==> src/rtl/agc_pkg.sv <==
// agc_pkg: shared register-file types and default sizes for the AGC core
package agc_pkg;
   localparam int WIDTH    = 15;
   localparam int NREGS    = 8;
   localparam int ZERO_IDX = 7;
   typedef enum logic [2:0] {R0, R1, R2, R3, R4, R5, R6, ZERO} reg_t;
endpackage

==> src/rtl/agc_scoreboard_regfile_pending_counter.sv <==
// pending_counter: saturating per-register count of outstanding writes
module pending_counter #(
   parameter int CNT_W = 2,
   parameter int IW    = 2
) (
   input  logic             clk,
   input  logic             rst_l,
   input  logic             clear,
   input  logic [IW-1:0]    inc,
   input  logic [IW-1:0]    dec,
   output logic [CNT_W-1:0] cnt,
   output logic             ovf_pulse
);
   localparam int PMAX = 2**CNT_W - 1;
   int nxt;
   logic [CNT_W-1:0] cnt_n;
   // Whole delta applied at once; going below zero is a legal untracked write
   always_comb begin
      nxt = int'(cnt) + int'(inc) - int'(dec);
      ovf_pulse = nxt > PMAX;
      cnt_n = nxt < 0 ? '0 : ovf_pulse ? CNT_W'(PMAX) : CNT_W'(nxt);
   end
   always_ff @(posedge clk or negedge rst_l)
      if (!rst_l) cnt <= '0;
      else cnt <= clear ? '0 : cnt_n;
endmodule

==> src/rtl/agc_scoreboard_regfile.sv <==
// agc_scoreboard_regfile: multi-port register file with pending-write scoreboard and decode stall
module agc_scoreboard_regfile
   import agc_pkg::*;
#(
   parameter int WIDTH    = agc_pkg::WIDTH,
   parameter int NREGS    = agc_pkg::NREGS,
   parameter int NRD      = 2,
   parameter int NWR      = 2,
   parameter int ZERO_IDX = agc_pkg::ZERO_IDX,
   parameter int BYPASS   = 1,
   parameter int CNT_W    = 2,
   localparam int AW      = $clog2(NREGS),
   localparam int IW      = $clog2(NWR + 1)
) (
   input  logic                      clk,
   input  logic                      rst_l,
   input  logic                      clear,
   input  logic [NWR-1:0]            wr_en,
   input  logic [NWR-1:0][AW-1:0]    wr_sel,
   input  logic [NWR-1:0][WIDTH-1:0] wr_data,
   input  logic [NWR-1:0]            rsv_en,
   input  logic [NWR-1:0][AW-1:0]    rsv_sel,
   input  logic [NRD-1:0]            rd_req,
   input  logic [NRD-1:0][AW-1:0]    rd_sel,
   output logic [NRD-1:0][WIDTH-1:0] rd_data,
   output logic [NRD-1:0]            rd_busy,
   output logic                      stall,
   output logic                      ovf
);
   logic [NREGS-1:0][WIDTH-1:0] mem;
   logic [NREGS-1:0][IW-1:0]    inc, dec;
   logic [NREGS-1:0][CNT_W-1:0] cnt;
   logic [NREGS-1:0]            ovf_p;
   // Later ports overwrite earlier ones, so the highest-indexed writer wins
   always_ff @(posedge clk or negedge rst_l)
      if (!rst_l) mem <= '0;
      else if (clear) mem <= '0;
      else
         for (int p = 0; p < NWR; p++)
            if (wr_en[p] && wr_sel[p] != AW'(ZERO_IDX)) mem[wr_sel[p]] <= wr_data[p];
   always_comb begin
      inc = '0;
      dec = '0;
      for (int r = 0; r < NREGS; r++)
         for (int p = 0; p < NWR; p++) begin
            if (r != ZERO_IDX && rsv_en[p] && rsv_sel[p] == AW'(r)) inc[r] = inc[r] + IW'(1);
            if (r != ZERO_IDX && wr_en[p] && wr_sel[p] == AW'(r)) dec[r] = dec[r] + IW'(1);
         end
   end
   for (genvar g = 0; g < NREGS; g++) begin : g_cnt
      pending_counter #(.CNT_W(CNT_W), .IW(IW)) u_cnt (
         .clk       (clk),
         .rst_l     (rst_l),
         .clear     (clear),
         .inc       (inc[g]),
         .dec       (dec[g]),
         .cnt       (cnt[g]),
         .ovf_pulse (ovf_p[g])
      );
   end
   always_ff @(posedge clk or negedge rst_l)
      if (!rst_l) ovf <= 1'b0;
      else ovf <= !clear && (ovf || |ovf_p);
   // A writeback retiring the last pending write frees the register in the same cycle
   always_comb begin
      rd_data = '0;
      rd_busy = '0;
      for (int i = 0; i < NRD; i++) begin
         rd_data[i] = mem[rd_sel[i]];
         rd_busy[i] = BYPASS != 0 ? int'(cnt[rd_sel[i]]) > int'(dec[rd_sel[i]]) : cnt[rd_sel[i]] != '0;
         if (BYPASS != 0)
            for (int p = 0; p < NWR; p++)
               if (wr_en[p] && wr_sel[p] == rd_sel[i]) rd_data[i] = wr_data[p];
         if (rd_sel[i] == AW'(ZERO_IDX)) begin
            rd_data[i] = '0;
            rd_busy[i] = 1'b0;
         end
      end
   end
   assign stall = |(rd_req & rd_busy);
endmodule

==> config.mk <==
export PLATFORM = sky130hd
export DESIGN_NAME = agc_scoreboard_regfile
export DESIGN_NICKNAME = d
export VERILOG_FILES = /design/src/rtl/agc_pkg.sv /design/src/rtl/agc_scoreboard_regfile_pending_counter.sv /design/src/rtl/agc_scoreboard_regfile.sv
export SDC_FILE = /design/constraint.sdc
export NUM_CORES = 1
export LEC_CHECK = 0
export CORE_MARGIN = 5
export CORE_UTILIZATION = 45
export DETAILED_ROUTE_END_ITERATION = 16
export SYNTH_ARGS = -nofsm -noshare
export SYNTH_HDL_FRONTEND = slang
export SYNTH_HIERARCHICAL = 1
export SYNTH_SLANG_ARGS = --single-unit
==> constraint.sdc <==
create_clock -name clk -period 6.3 [get_ports clk]
set_input_delay 1.89 -clock clk [delete_from_list [all_inputs] [get_ports clk]]
set_output_delay 1.89 -clock clk [all_outputs]
set_load 0.03 [all_outputs]
# Word-level counts from Yosys, hierarchy flattened
# Cells that the tools add are included.
classes:
  magnitude_cmp: 24
  n_addsub: 28
  reduce_logical: 46
  n_eq_ne: 32
  mux: 82
  bitwise_logic: 1
op_table:
  columns: ["operator", "count"]
  rows:
  - ["$mux W120", 4]
  - ["$bwmux W120", 2]
  - ["$gt A32 B3 Y1 const B", 7]
  - ["$lt A32 B1 Y1 const B", 7]
  - ["$sub A32 B3 Y32", 7]
  - ["$mux W15", 10]
  - ["$bmux W15 S3", 2]
  - ["$demux W15 S3", 2]
  - ["$mux W2", 42]
  - ["$eq A3 B3 Y1 const B", 14]
  - ["$logic_and A1 B1 Y1", 37]
  - ["$add A2 B1 Y2 const B", 14]
  - ["$bmux W2 S3", 4]
  - ["$eq A3 B2 Y1 const B", 8]
  - ["$add A2 B2 Y3", 7]
  - ["$lt A3 B4 Y1 const B", 4]
  - ["$mux W1", 16]
  - ["$eq A3 B1 Y1 const B", 4]
  - ["$eq A3 B3 Y1", 4]
  - ["$logic_not A3 Y1", 4]
  - ["$reduce_or A8 Y1", 1]
  - ["$ge A3 B1 Y1 const B", 2]
  - ["$ne A3 B3 Y1 const B", 2]
  - ["$gt A2 B2 Y1", 2]
  - ["other kinds (7)", 7]
totals:
  elab_cells: 230
  output_inout_bits: 34
  ff_bits: 137

# Logic depth before layout (Yosys ltp)
logic_depth:
  ltp_word: 11
  ltp_mapped: 16
  mapped_depth_nobuf: 13

# Modules after synthesis
# Netlist, hierarchy kept.
modules_own_cells:
  columns: ["mod", "area_per_inst_um2", "instances", "cells_each"]
  rows:
  - ["agc_scoreboard_regfile", 9302.7, 1, 947]
  - ["pending_counter (g_cnt[0].u_cnt ...)", 207.7, 7, 22]
  - ["pending_counter (g_cnt[7].u_cnt)", 206.4, 1, 22]

# Worst setup path after synthesis
# OpenSTA, ideal clock, no wires.
synth_path:
  kind: "input to output"
  startpoint: "input port wr_sel[0] (netlist bit)"
  endpoint: "output port stall"
  arrival_ns: 5.027
  stages: 12
  path_slack_ns: -0.617
  n_path_buf: 2
  path_cell_list: "buf_2 -> nand4b_1 -> inv_1 -> clkbuf_1 -> ha_1 -> mux2i_1 -> nor2_1 -> a21oi_1 -> a21oi_1 -> ha_1 -> a211oi_1 -> a22o_1"
synth_rtl:
  columns: ["item", "line", "text"]
  rows:
  - ["start, declared", "agc_scoreboard_regfile.sv:19", "input logic [NWR-1:0][AW-1:0] wr_sel,"]
  - ["end, declared", "agc_scoreboard_regfile.sv:27", "output logic stall,"]

==> run metrics <==
max-cap viol count=0; mapped cell area=11000 sq um; # DRC=0; Max-Slew Margin vs Limit=0.237; full die area=about 28000 sq um; required time of the critical path=approximately 4400 ps; syn_area_per_cell=between 9 and 10 sq um; TritonCTS clock tree=built; initial core utilization=0.453; Reg2Reg Launch Point=g_cnt[0].u_cnt/cnt[1]; final worst setup slack=-12.6 ps; Largest stage delay, worst path=550 ps; Worst Hold Class=flip-flop to flip-flop; count leader, synth=nor2_1; critical path's slowest cell=or4b_4; number of antenna violations at the first check in global routing=1; status=complete, but fails checks; sequential area share after synthesis=0.313; filler cell count=2160; final period utilization=1.00; clock latency on the worst-skew pair=about 420 ps; Crit Path Max Fanout=3; Overflow after GRT=0; TritonCTS Buffers=17; first-pass GRT wire length=about 56000 microns; Clk pwr share=0.315; CTS clock-pin slew for the worst setup and hold paths=about 70 ps; fin cells=~1600; setup slack, reg-to-reg=roughly 3900 ps; commonest cells in the netlist=141 x nor2_1, 137 x dfrtp_1, 124 x mux2i_1; CTS Buffer Depth=2; DP HPWL=between 20000 and 25000 microns; Nets=1323; Slew Limit Fails=0; minimum clock period=about 6300 ps; Gate power share=0.370; final hold violation count=0; top cells by area, synth=dfrtp_1 31%, mux4_2 14%, mux2i_1 11%; crit path to=stall; max frequency=158 MHz; synth unique cells=45; Total GRT Usage=0.261; Root Driver=clkbuf_16; Place WS=-417 ps; Core ar.=24200 sq um; Setup crit start kind=input pin; Hold Path Cell Cnt=1; layout cells sized above 1=0.222; Ys Warns=6; Reg power frac=0.314; ys flop type=dfrtp_1; # rows=57; PwrDens=246 nW/um^2; placed cells=roughly 1500; Detail Route Antenna Nets=0; worst vdd ir=0.147 mV; IO buf count=90; fraction of power spent switching nets=0.354; Vias/cell=a little over 6; vias in the first global route=~9300; P_leak=just under 6 nW; Sw Pwr=0.00116 W; Async SR Flop Fraction=1.00; H-tree levels=4; Slew @ Worst Pin=1140 ps; RSZ-0062 raised after global routing=true; internal power=~0.0021 W; Setup violations, final=1; critical path launch point=wr_sel[3]; Layout Area Growth over Synthesis=21.2%; total clock sinks=roughly 140; I/O pins=91; area leader, netlist=dfrtp_1; reg2reg path depth=8; post-synth top area share=0.313; RePlAce Congestion=~0.86; Worst Setup End Kind=output pin; TritonRoute pass-1 iters=5; Worst Path Arrival=between 4000 and 5000 ps; Worst R2R End=ovf; cell repeated most along the worst path=buf_6; Seq cells post-synth=between 100 and 150; number of flops mapped to enable cells by yosys=0; Clock Skew=between 5 and 6 ps; routed vias=around 9400; largest net degree at the start of global routing=100; failing checks=setup timing; Avg WL per Cell=roughly 23 microns; final WL=approximately 36000 microns; initial DRC count=approximately 860; Gate Count Post-Synth=about 1100; critical path class=input pin to output pin; Die H=approximately 170 microns; Critical Path, Cell by Cell=buf_6, or4b_4, xnor2_1, mux4_2, nor2_2, a21oi_2, ha_1, a211oi_4, a22o_4, buf_6; die width=between 150 and 200 microns
[cells in the final DEF (no fill, tap or decap), drive strengths merged, types with 23 or more instances in the layout]
cell and instances:
a211oi 92, a21oi 47, buf 147, clkdlybuf4s50 47, dfrtp 137, ha 38, inv 82, mux2i 124
mux4 68, nand2 70, nor2 141, xnor2 23
[worst min-delay path by stage]
stage	slack, ps	from	end
finish	520	mem[117]	mem[117]
global route	530	mem[113]	mem[113]
CTS	520	mem[113]	mem[113]
detailed placement	510	mem[109]	mem[109]
global placement	500	mem[113]	mem[113]
floorplan	480	mem[108]	mem[108]
[through the flow]
stage | hold WS [ps] | utilization | setup TNS, ps | cell area (sq um) | power (W)
2_1_floorplan | 475 | - | -18.9 | 11000 | 0.00185
6_report | 523 | 0.549 | -12.6 | 13300 | 0.00327
3_5_place_dp | 507 | 0.518 | -1040 | 12500 | 0.00223
4_1_cts | 525 | 0.546 | -31.4 | 13200 | 0.00328
3_3_place_gp | 498 | 0.518 | -919 | 12500 | 0.00220
5_1_grt | 533 | 0.549 | -71.4 | 13300 | 0.00345
[critical path, delay by kind of cell]
| kind | cells | cell delay, ps |
|---|---|---|
| adders and majority gates | 1 | 330 |
| AOI/OAI and AO/OA | 3 | 570 |
| xor gates and xnor gates | 1 | 210 |
| buffers and inverters | 2 | 220 |
| and+or+nand+nor | 2 | 680 |
| muxes | 1 | 500 |
[kinds of logic (layout without fill, tap and decap cells)]
family | count (synthesis) | in the layout | synth area share
adder cells (fa/ha/maj) | 54 | 54 | 0.0726
AND/OR/NAND/NOR | 287 | 287 | 0.120
flip-flops | 137 | 137 | 0.313
AO/OA/AOI/OAI | 216 | 216 | 0.140
XOR/XNOR | 24 | 24 | 0.0192
buffers and inverters | 205 | 304 | 0.0750
multiplexers | 199 | 199 | 0.260
other | 1 | 5 | 0.000342
[layout make-up]
class / count / area (sq um) / area share
repair buffers: 194 / 1690 / 0.127
flip-flops and latches: 137 / 3430 / 0.258
inverters: 78 / 293 / 0.0220
clock buffers: 20 / 457 / 0.0344
multi-input cells: 784 / 6870 / 0.517
diodes: 1 / 2.50 / 0.000188
well taps: 324 / 405 / 0.0305
clock inverters: 12 / 138 / 0.0104
[power by group through the flow]
stage | Combinational [W] | Clock (W) | Sequential [W]
after floorplan | 0.000838 | 0 | 0.00102
after global placement | 0.00116 | 0 | 0.00104
after detailed placement | 0.00119 | 0 | 0.00104
after CTS | 0.00121 | 0.00105 | 0.00103
after global routing | 0.00133 | 0.00108 | 0.00104
final | 0.00121 | 0.00103 | 0.00103
[sequential cells by signal (all words and copies together), names as in the netlist]
register	flops
g_cnt.u_cnt/cnt	16
ovf	1
mem	120
[repair_timing]
| item | in CTS | in global routing |
|---|---|---|
| buffers inserted | 9 | 3 |
| pin swaps | 11 | 9 |
| hold buffers | 0 | 0 |
| resized for setup | 42 | 12 |
| setup endpoints to repair | 3 | 2 |
[layer usage]
| layer | global-route usage | up-vias | routed length, microns |
|---|---|---|---|
| li1 | - | 4218 | - |
| met1 | 0.374 | 4710 | 15900 |
| met2 | 0.404 | 437 | 16700 |
| met3 | 0.0643 | 47 | 3040 |
| met4 | 0.0595 | 0 | 736 |
| met5 | 0 | - | 0 |
Power figures use the tool's default switching activity.
